==> src/rtl/vio_cmd_decode.sv <==
// vio_cmd_decode: receive end of the VIO async-output path.
//   Synchronizes the 16-bit VIO word and waits for the toggle strobe to flip and
//   the word to settle. Each accepted word then runs exactly one command, and the
//   status is returned to the ILA trigger input.
// Ports:
//   CLK          design clock, rising edge
//   RESET_N      asynchronous active-low reset
//   VIO_ASYNC_IN [15]=toggle strobe, [14:12]=opcode, [11:0]=data (asynchronous)
//   PROBE_SEL    probe-mux select (opcode 1)
//   USER_CTRL    general control register (opcode 2)
//   PULSE_OUT    timed pulse, high for data cycles (opcode 3)
//   CMD_CNT      accepted-command count, cleared by opcode 4
//   CMD_ACCEPT   one-cycle strobe per executed command
//   TRIG_OUT     {CMD_ACCEPT, last opcode, last data, PULSE_OUT}
module vio_cmd_decode #(
    parameter int SYNC_STAGES   = 2,
    parameter int SETTLE_CYCLES = 4
) (
    input  logic        CLK,
    input  logic        RESET_N,
    input  logic [15:0] VIO_ASYNC_IN,
    output logic [3:0]  PROBE_SEL,
    output logic [11:0] USER_CTRL,
    output logic        PULSE_OUT,
    output logic [7:0]  CMD_CNT,
    output logic        CMD_ACCEPT,
    output logic [16:0] TRIG_OUT
);
    // One counter serves both the INIT wait and the SETTLE window.
    localparam int CNT_MAX = (SETTLE_CYCLES > SYNC_STAGES + 1) ? SETTLE_CYCLES : SYNC_STAGES + 1;
    localparam int CW = $clog2(CNT_MAX + 1);
    localparam logic [CW-1:0] INIT_LAST   = CW'(SYNC_STAGES);
    localparam logic [CW-1:0] SETTLE_LAST = CW'(SETTLE_CYCLES - 1);

    typedef enum logic [1:0] {ST_INIT, ST_IDLE, ST_SETTLE, ST_EXEC} state_t;

    logic [15:0]   r_sync [SYNC_STAGES];
    logic [15:0]   w_s;
    state_t        r_state;
    logic          r_tog_ref;
    logic [15:0]   r_hold;
    logic [CW-1:0] r_cnt;
    logic [11:0]   r_pulse_cnt;
    logic          r_pulse;
    logic          r_accept;
    logic [3:0]    r_probe_sel;
    logic [11:0]   r_user_ctrl;
    logic [7:0]    r_cmd_cnt;
    logic [2:0]    r_last_op;
    logic [11:0]   r_last_data;
    logic [2:0]    w_op;
    logic [11:0]   w_data;

    always_ff @(posedge CLK or negedge RESET_N) begin
        if (!RESET_N) begin
            for (int i = 0; i < SYNC_STAGES; i++) r_sync[i] <= '0;
        end else begin
            r_sync[0] <= VIO_ASYNC_IN;
            for (int i = 1; i < SYNC_STAGES; i++) r_sync[i] <= r_sync[i-1];
        end
    end

    assign w_s    = r_sync[SYNC_STAGES-1];
    assign w_op   = r_hold[14:12];
    assign w_data = r_hold[11:0];

    always_ff @(posedge CLK or negedge RESET_N) begin
        if (!RESET_N) begin
            r_state     <= ST_INIT;
            r_tog_ref   <= 1'b0;
            r_hold      <= '0;
            r_cnt       <= '0;
            r_pulse_cnt <= '0;
            r_pulse     <= 1'b0;
            r_accept    <= 1'b0;
            r_probe_sel <= '0;
            r_user_ctrl <= '0;
            r_cmd_cnt   <= '0;
            r_last_op   <= '0;
            r_last_data <= '0;
        end else begin
            r_accept    <= 1'b0;
            // r_pulse_cnt holds the high cycles still owed, including the current one.
            r_pulse_cnt <= (r_pulse_cnt != 12'd0) ? r_pulse_cnt - 12'd1 : 12'd0;
            r_pulse     <= r_pulse_cnt > 12'd1;
            case (r_state)
                ST_INIT: begin
                    // Adopt whatever toggle level is present so the reset level never fires.
                    if (r_cnt == INIT_LAST) begin
                        r_tog_ref <= w_s[15];
                        r_state   <= ST_IDLE;
                    end else begin
                        r_cnt <= r_cnt + 1'b1;
                    end
                end
                ST_IDLE: begin
                    if (w_s[15] != r_tog_ref) begin
                        r_hold  <= w_s;
                        r_cnt   <= '0;
                        r_state <= ST_SETTLE;
                    end
                end
                ST_SETTLE: begin
                    if (w_s != r_hold) begin
                        r_hold <= w_s;
                        r_cnt  <= '0;
                    end else if (r_cnt == SETTLE_LAST) begin
                        // A toggle that returned to its reference level is dropped.
                        r_state <= (r_hold[15] != r_tog_ref) ? ST_EXEC : ST_IDLE;
                    end else begin
                        r_cnt <= r_cnt + 1'b1;
                    end
                end
                ST_EXEC: begin
                    r_accept    <= 1'b1;
                    r_tog_ref   <= r_hold[15];
                    r_last_op   <= w_op;
                    r_last_data <= w_data;
                    r_cmd_cnt   <= (w_op == 3'd4) ? 8'd0 : r_cmd_cnt + 8'd1;
                    if (w_op == 3'd1) r_probe_sel <= w_data[3:0];
                    if (w_op == 3'd2) r_user_ctrl <= w_data;
                    if (w_op == 3'd3) begin
                        r_pulse_cnt <= w_data;
                        r_pulse     <= w_data != 12'd0;
                    end
                    r_state <= ST_IDLE;
                end
                default: r_state <= ST_INIT;
            endcase
        end
    end

    assign PROBE_SEL  = r_probe_sel;
    assign USER_CTRL  = r_user_ctrl;
    assign PULSE_OUT  = r_pulse;
    assign CMD_CNT    = r_cmd_cnt;
    assign CMD_ACCEPT = r_accept;
    assign TRIG_OUT   = {r_accept, r_last_op, r_last_data, r_pulse};
endmodule
==> config.mk <==
export PLATFORM = sky130hd
export DESIGN_NAME = vio_cmd_decode
export DESIGN_NICKNAME = d
export VERILOG_FILES = /design/src/rtl/vio_cmd_decode.sv
export SDC_FILE = /design/constraint.sdc
export NUM_CORES = 1
export LEC_CHECK = 0
export ABC_CLOCK_PERIOD_IN_PS = 5300
export CORE_MARGIN = 5
export CORE_UTILIZATION = 61
export CTS_BUF_LIST = sky130_fd_sc_hd__clkbuf_4
export CTS_CLUSTER_DIAMETER = 50
export DETAILED_ROUTE_END_ITERATION = 7
export PLACE_DENSITY = 0.92
export SLEW_MARGIN = 40
export SYNTH_ARGS = -nofsm -noshare
export SYNTH_HDL_FRONTEND = slang
export SYNTH_SLANG_ARGS = --single-unit
==> constraint.sdc <==
create_clock -name CLK -period 5.3 [get_ports CLK]
set_input_delay 1.06 -clock CLK [delete_from_list [all_inputs] [get_ports CLK]]
set_output_delay 1.06 -clock CLK [all_outputs]
set_load 0.01 [all_outputs]
==> out/metrics.csv, run 1 <==
metric;value;unit
reg2reg_slack;2730;ps
routed_wl;8294;um
r2r_end;r_cnt[2];
initial_utilization;0.6233;
synth_edf_count;0;
vias;2819;
yosys-top-cells-count;dfrtp_1 (107), mux2_2 (36), nand2_1 (27), xnor2_1 (23), nor2_1 (21);
synthDistinctLibCells;47;
yosysMostFrequentCell;dfrtp_1;
insertion_delay;440;ps
core.rowCount;31;
cts_hold_buffers;0;
pre_cts_ws;2726;ps
async_flop_share;1.000;
ys.flop_type;dfrtp_1;
drive_gt1_frac;0.1796;
numCtsBuffers;9;
clockBufferDepth;2;
cts_tree;built;
min_path_type;reg -> reg;
gp_congestion;0.7744;
ys_ff_latch;107;
antenna_left;0;
rr_startpoint;r_state[0];
drt_iter0_markers;125;
syn_nets;378;
synthTopCellsByArea;dfrtp_1 (60%), mux2_2 (9.0%), xnor2_1 (4.5%), ha_1 (3.3%), mux2_4 (3.3%);
ios;61;
clock_skew;14.09;ps
drv_cap;0;
synth-seq-area-share;0.5954;
postSynthCellCount;348;
comb_power_share;0.393;
p_int;1946;uW
firstDrtPassIters;4;
final_nets;438;
fmax;385.9;MHz
routedWlPerCell;16.23;um
fillCellCount;480;
root_buffer;clkbuf_4;
yosys.area.top_type;dfrtp_1;
tns;0;ps
path_clk_slew;160;ps
antenna_found_initial;0;
r2r_cells;7;
syn_area;0.004497;mm^2
finalWorstSetupSlack;2708;ps
finalPower;2994;uW
place.port_buffers;60;
holdPathStages;0;
min_to;w_s[14];
grt_pass1_vias;2900;
clkPwrFrac;0.147;
clock-sinks;107;
crit_path_end_kind;primary output;
htree_num_levels;3;
final_util;0.7390;
finalHoldViolCount;0;
max-vdd-ir-drop;0.0002560;V
track_usage;0.2005;
cp_num_buf_inv;1;
slowest_delay;590;ps
yosysWarningCount;0;
grt_max_degree;64;
avgSynthCellArea;12.92;um^2
fin_crit_sh;0.4890;
drc_errors;0;
powerDensity;561.6;mW/mm^2
rsz0062_at_grt;false;
die-area;0.009189;mm^2
cts_setup_buffers;0;
hpwlAfterDp;5881;um
status;complete, no violations;
final-setup-viol-count;0;
maxSlewHeadroom;0.5343;
grt_pass1_wl;14120;um
cp_data_arrival_time;1530;ps
tightest_slew;697.8;ps
gr-total-overflow;0;
cpMaxStageDelayCell;clkdlybuf4s50_1;
die_w;95.86;um
path_max_fanout;7;
switching_power;1048;uW
start_kind;register;
crit_required;4240;ps
crit_type;reg -> out;
area_delta_synth_final;18.56;%
slew_viol_final;0;
hp-start;r_sync[30];
core_area;0.007214;mm^2
crit_chain;clkdlybuf4s50_1;
die_y;95.86;um
sw_frac_of_total;0.3500;
path_delay_family;buffers and inverters;
seqPwrFrac;0.459;
vias_per_cell;5.517;
num_antenna_cells;0;
ctsResizeCount;0;
period_minus_slack;2592;ps
p_leak;0.002288;uW
yosysTopAreaCellShare;0.5954;
==> power by group through the flow <==
stage | Sequential (uW) | Clock [uW] | Combinational, uW
after floorplan | 1350 | 0 | 744
after global placement | 1370 | 0 | 1110
after detailed placement | 1390 | 0 | 1180
after CTS | 1370 | 450 | 1190
after global routing | 1420 | 484 | 1290
final | 1380 | 441 | 1180
==> how the worst max path moves through the flow <==
stage          startpoint            to  slack, ps  cells after the start
4_1_cts        CMD_CNT[0]    CMD_CNT[0]       2700                      1
2_1_floorplan  r_state[0]      r_cnt[2]       3280                      7
3_5_place_dp   r_state[0]      r_cnt[1]       2730                      7
3_3_place_gp   r_state[0]  USER_CTRL[4]       2800                      6
5_1_grt        r_state[0]      r_cnt[1]       2510                      7
6_report       CMD_CNT[0]    CMD_CNT[0]       2710                      1
==> placed cells by master (no fill, tap or decap), drive strengths merged, types with 2 or more instances in the layout <==
cell           netlist  layout
nand2               27      27
inv                  9      10
nor3                 4       4
nor4                 7       7
clkinvlp             0       2
bufinv               0       2
nand4               11      11
nor2b                3       3
a21o                 2       2
o21ai               14      14
and3                 3       3
nor2                21      21
ha                  12      12
clkdlybuf4s50        0      59
and2                 3       3
nand2b               3       3
a21oi                5       5
xnor2               23      23
nand4b               2       2
dfrtp              107     107
nor3b                2       2
buf                  6       4
mux2                46      46
xor2                10      10
clkbuf               8       9
o221ai               3       3
nand3                4       4
==> cell families (layout without fill, tap and decap cells) <==
family          count (synthesis)  in the layout  share of synthesized area
flops                         107            107                     0.5954
buf+inv                        23             87                    0.02448
xor+xnor                       33             33                    0.06427
compound gates                 33             33                    0.04870
simple gates                   94             94                     0.1102
fa+ha+maj                      12             12                    0.03339
mux                            46             46                     0.1235
==> final cells by class <==
cell class	instances	area [um^2]	share of cell area
flip-flops and latches	107	2678	0.5022
multi-input cells	218	1712	0.3211
repair buffers	63	628.1	0.1178
well taps	99	123.9	0.02323
clock inverters	6	88.84	0.01666
clock buffers	9	67.56	0.01267
inverters	9	33.78	0.006337
==> layer usage <==
metal,GRT usage,wire (um)
met4,0.06991,122
met3,0.03206,309
met5,0,0
met1,0.2778,3791
met2,0.3243,4071
==> state kept, by name, indices dropped and copies added (netlist names) <==
name / cells
r_last_op: 3
CMD_ACCEPT: 1
PULSE_OUT: 1
w_s: 16
r_hold: 16
USER_CTRL: 12
r_cnt: 3
r_tog_ref: 1
r_sync: 16
CMD_CNT: 8
r_state: 2
r_pulse_cnt: 12
PROBE_SEL: 4
r_last_data: 12
==> per-stage QoR <==
step / hold slack [ps] / cells / instance area, um^2
4_1_cts: 361.2 / 511 / 5328
3_5_place_dp: 335.5 / 496 / 5171
2_1_floorplan: 331.2 / 348 / 4497
6_report: 361.8 / 511 / 5331
5_1_grt: 373.5 / 511 / 5331
3_3_place_gp: 335.3 / 495 / 5157
No activity file was read; power rests on OpenSTA's default activity.
==> run 2: changes to the inputs <==
- ABC_CLOCK_PERIOD_IN_PS: 5300 -> 2210
- CORE_UTILIZATION: 61 -> 51
- PLACE_DENSITY: 0.92 -> 0.83
- clock period: 5.3 -> 2.21 ns (I/O delays scaled with it)
==> out/metrics.csv, run 2 (synthesis results as in run 1) <==
metric;value;unit
area_delta_synth_final;23.48;%
final-setup-viol-count;0;
crit_path_end_kind;register;
finalWorstSetupSlack;162.6;ps
die-area;0.01080;mm^2
routedWlPerCell;16.41;um
slew_viol_final;0;
max-vdd-ir-drop;0.0005714;V
timing.critical_path.from;r_state[0];
multi_input_area;0.001709;mm^2
tightest_slew;497.6;ps
sw_frac_of_total;0.3628;
dr_wl_met2;4510;um
finalPower;7454;uW
final_nets;465;
powerDensity;1342;mW/mm^2
track_usage;0.1757;
p_leak;0.002429;uW
crit_required;2560;ps
layout_common_cells;dfrtp_1 (107), clkdlybuf4s50_1 (59), mux2_2 (36);
rsz0062_at_grt;false;
hpwlAfterDp;6403;um
ios;61;
highest_layer;met4;
path_delay_family;compound AO/OA/AOI/OAI gates;
clock_skew;19.23;ps
cpMaxStageDelayCell;or3b_2;
vias;2956;
die_y;103.9;um
fin_crit_sh;0.9264;
place.port_buffers;60;
numCtsBuffers;9;
core_area;0.008678;mm^2
cts_tree;built;
path_max_fanout;6;
grt_max_degree;67;
cp_data_arrival_time;2400;ps
antenna_left;0;
grt_pass1_wl;15560;um
cp.depth;6;
seqPwrFrac;0.412;
cp_num_buf_inv;2;
antenna_found_initial;1;
maxSlewHeadroom;0.6652;
start_kind;register;
crit_chain;inv_1, buf_4, ha_1, a22oi_1, o21ai_0, or3b_2;
p_int;4750;uW
period_minus_slack;2047;ps
switching_power;2704;uW
core.rowCount;34;
clkPwrFrac;0.135;
finalHoldViolCount;0;
register_area;0.002678;mm^2
clockBufferDepth;2;
crit_type;reg -> reg;
gr-total-overflow;0;
reg2reg_slack;160;ps
drv_cap;0;
pre_cts_ws;69.12;ps
status;complete, no violations;
final_common_cell;dfrtp_1;
tns;0;ps
wl_met3;465;um
routed_wl;9011;um
grt_pass1_vias;3130;
path_clk_slew;190;ps
firstDrtPassIters;6;
r2r_cells;6;
fmax;488.4;MHz
clock-sinks;107;
fillCellCount;657;
drc_errors;0;
drt_iter0_markers;177;
comb_power_share;0.453;
rr_startpoint;r_state[0];
endpoint;r_state[1];
initial_utilization;0.5182;
wl_met1;3905;um
insertion_delay;460;ps
vias_per_cell;5.384;
r2r_end;r_state[1];
die_w;103.9;um
root_buffer;clkbuf_4;
drive_gt1_frac;0.2273;
min_path_type;in -> async;
whs;341.8;ps
gp_congestion;0.8180;
slowest_delay;480;ps
htree_num_levels;3;
[run 2: changes by cell type in the layout (fill, tap and decap cells not counted), moves of 2 or more]
cell / change
bufinv_16: -2
buf_4: +27
clkinvlp_4: -2
clkinv_8: +3
buf_6: -2
inv_8: +2
[run 2: worst min path at each step]
stage                     slack (ps)    start  cells after the start    endpoint
after floorplan                  150  RESET_N                      0  CMD_ACCEPT
after global placement           310  RESET_N                      1  r_sync[24]
after detailed placement         310  RESET_N                      1  r_sync[24]
after CTS                        310  RESET_N                      2  r_sync[24]
after global routing             300  RESET_N                      2  r_sync[24]
final                            340  RESET_N                      2  r_sync[24]
[run 2: final cells by class]
type	count	share of cell area
Tap cell	108	0.02434
Clock inverter	7	0.01600
Sequential cell	107	0.4822
Inverter	9	0.006084
Antenna cell	1	0.0004507
Multi-Input combinational cell	218	0.3078
Timing Repair Buffer	90	0.1510
Clock buffer	9	0.01217
[run 2: power groups by stage]
stage | sequential, uW | clock (uW) | combinational (uW)
CTS | 3070 | 1040 | 3360
global route | 3170 | 1130 | 3660
detailed placement | 3110 | 0 | 3330
finish | 3070 | 1000 | 3380
floorplan | 3230 | 0 | 1780
global placement | 3070 | 0 | 3200
[run 2: worst reg2reg max path: cells and delay by family, from the launching register on]
| family | cells | cell delay (ps) |
|---|---|---|
| buffers and inverters | 2 | 200 |
| AND/OR/NAND/NOR | 1 | 480 |
| AO/OA/AOI/OAI | 2 | 580 |
| adder cells (fa/ha/maj) | 1 | 260 |
| flip-flops | 1 | 420 |
[run 2: metal layers]
metal / global-route usage / vias to the layer above
met2: 0.2832 / 87
li1: - / 1372
met4: 0.05550 / 0
met1: 0.2305 / 1482
met5: 0 / -
met3: 0.05028 / 15
[run 2: what timing repair did]
action / 4_1_cts / 5_1_grt
hold buffers: 1 / 0
setup buffers: 0 / 3
setup endpoints to repair: 0 / 12
gates resized for setup: 0 / 1
endpoints found under the hold margin: 14 / 0
[run 2: stage by stage]
| stage | instances | cell area (um^2) | util |
|---|---|---|---|
| after floorplan | 348 | 4497 | - |
| after global placement | 527 | 5354 | 0.6169 |
| after detailed placement | 528 | 5361 | 0.6178 |
| after CTS | 545 | 5528 | 0.6370 |
| after global routing | 549 | 5553 | 0.6399 |
| final | 549 | 5553 | 0.6399 |
==> run 3: changes to the inputs <==
- PLACE_DENSITY: 0.83 -> 0.78
==> out/metrics.csv, run 3 (synthesis results as in run 1) <==
metric;value;unit
antenna_found_initial;0;
final_cell_area;0.005523;mm^2
grt_max_degree;49;
tns;0;ps
track_usage;0.1762;
place_area;0.005373;mm^2
status;complete, no violations;
vias;2888;
grt_pass1_vias;3104;
area_delta_synth_final;22.82;%
insertion_delay;450;ps
start_kind;register;
crit_path_end_kind;register;
initial_utilization;0.5182;
crit_required;2540;ps
period_minus_slack;2049;ps
rsz0062_at_grt;false;
core_area;0.008678;mm^2
die-area;0.01080;mm^2
cp_data_arrival_time;2380;ps
gp_congestion;0.8084;
hpwlAfterDp;6599;um
antenna_left;0;
p_leak;0.002415;uW
htree_num_levels;3;
fmax;487.9;MHz
cts_tree;built;
num_antenna_cells;0;
layout_common_cells;dfrtp_1 (107), clkdlybuf4s50_1 (59), mux2_2 (36);
ios;61;
clock-sinks;107;
stdcell_count;548;
whs;366.1;ps
crit_type;reg -> reg;
die_y;103.9;um
drv_cap;0;
place.port_buffers;60;
firstDrtPassIters;4;
slew_viol_final;0;
final_common_cell;dfrtp_1;
numCtsBuffers;9;
die_w;103.9;um
finalHoldViolCount;0;
vias_per_cell;5.270;
drive_gt1_frac;0.2273;
gr-total-overflow;0;
finalWorstSetupSlack;160.6;ps
place_inst;529;
path_max_fanout;9;
routedWlPerCell;16.47;um
routed_wl;9024;um
fin_crit_sh;0.9273;
grt_pass1_wl;15530;um
clockBufferDepth;2;
powerDensity;1329;mW/mm^2
final_nets;465;
drc_errors;0;
drt_iter0_markers;147;
maxSlewHeadroom;0.5778;
clock_skew;28.37;ps
core.rowCount;34;
final-setup-viol-count;0;
tightest_slew;633.3;ps
path_clk_slew;160;ps
root_buffer;clkbuf_4;
min_path_type;reg -> reg;
max-vdd-ir-drop;0.0005453;V
pre_cts_ws;98.13;ps
run 3: through the flow:
| stage | utilization | total power (uW) |
|---|---|---|
| 5_1_grt | 0.6364 | 7844 |
| 3_3_place_gp | 0.6178 | 6267 |
| 6_report | 0.6364 | 7341 |
| 2_1_floorplan | - | 5017 |
| 4_1_cts | 0.6342 | 7340 |
| 3_5_place_dp | 0.6191 | 6446 |
run 3: where the power goes:
part	switching (uW)	internal, uW	total (uW)
Clock	631	265	896
Sequential	494	2590	3080
Combinational	1490	1870	3360
run 3: final cells by class:
| type | count | area [um^2] |
|---|---|---|
| clock inverter | 5 | 38.79 |
| multi-input combinational | 218 | 1713 |
| sequential | 107 | 2678 |
| clock buffer | 11 | 82.58 |
| fill | 691 | 3156 |
| tap | 108 | 135.1 |
| inverter | 9 | 33.78 |
| timing repair buffer | 90 | 842.1 |
run 3: repair_timing:
item                                    in CTS  in global routing
hold buffers                                 1                  0
endpoints found under the setup margin       0                 11
hold endpoints to repair                    10                  0
gates resized for setup                      0                  2
setup buffers                                0                  2
run 3: critical path, cell delays in order, from the launching register on:
cell and delay [ps]:
dfrtp_1 510, xnor2_1 150, nand4_1 160, nor4_4 390
buf_4 230, a21oi_1 70, or3b_2 440
run 3: worst paths after layout:
| kind | from | end | slack [ps] | depth (start not counted) |
|---|---|---|---|---|
| max in group asynchronous | RESET_N | r_hold[10] | 1050 | 3 |
| min in group asynchronous | RESET_N | r_last_data[4] | 530 | 2 |
| hold reg to reg | r_sync[21] | w_s[5] | 370 | 0 |
| setup / recovery | r_hold[6] | r_state[1] | 160 | 6 |
| hold / removal | r_sync[21] | w_s[5] | 370 | 0 |
| setup reg to reg | r_hold[6] | r_state[1] | 160 | 6 |
run 3: metal layers:
layer | global-route usage | vias to the layer above | share of wire
li1 | - | 1376 | -
met1 | 0.2390 | 1436 | 0.46
met2 | 0.2832 | 62 | 0.49
met3 | 0.03290 | 14 | 0.035
met4 | 0.06568 | 0 | 0.019
met5 | 0 | - | 0
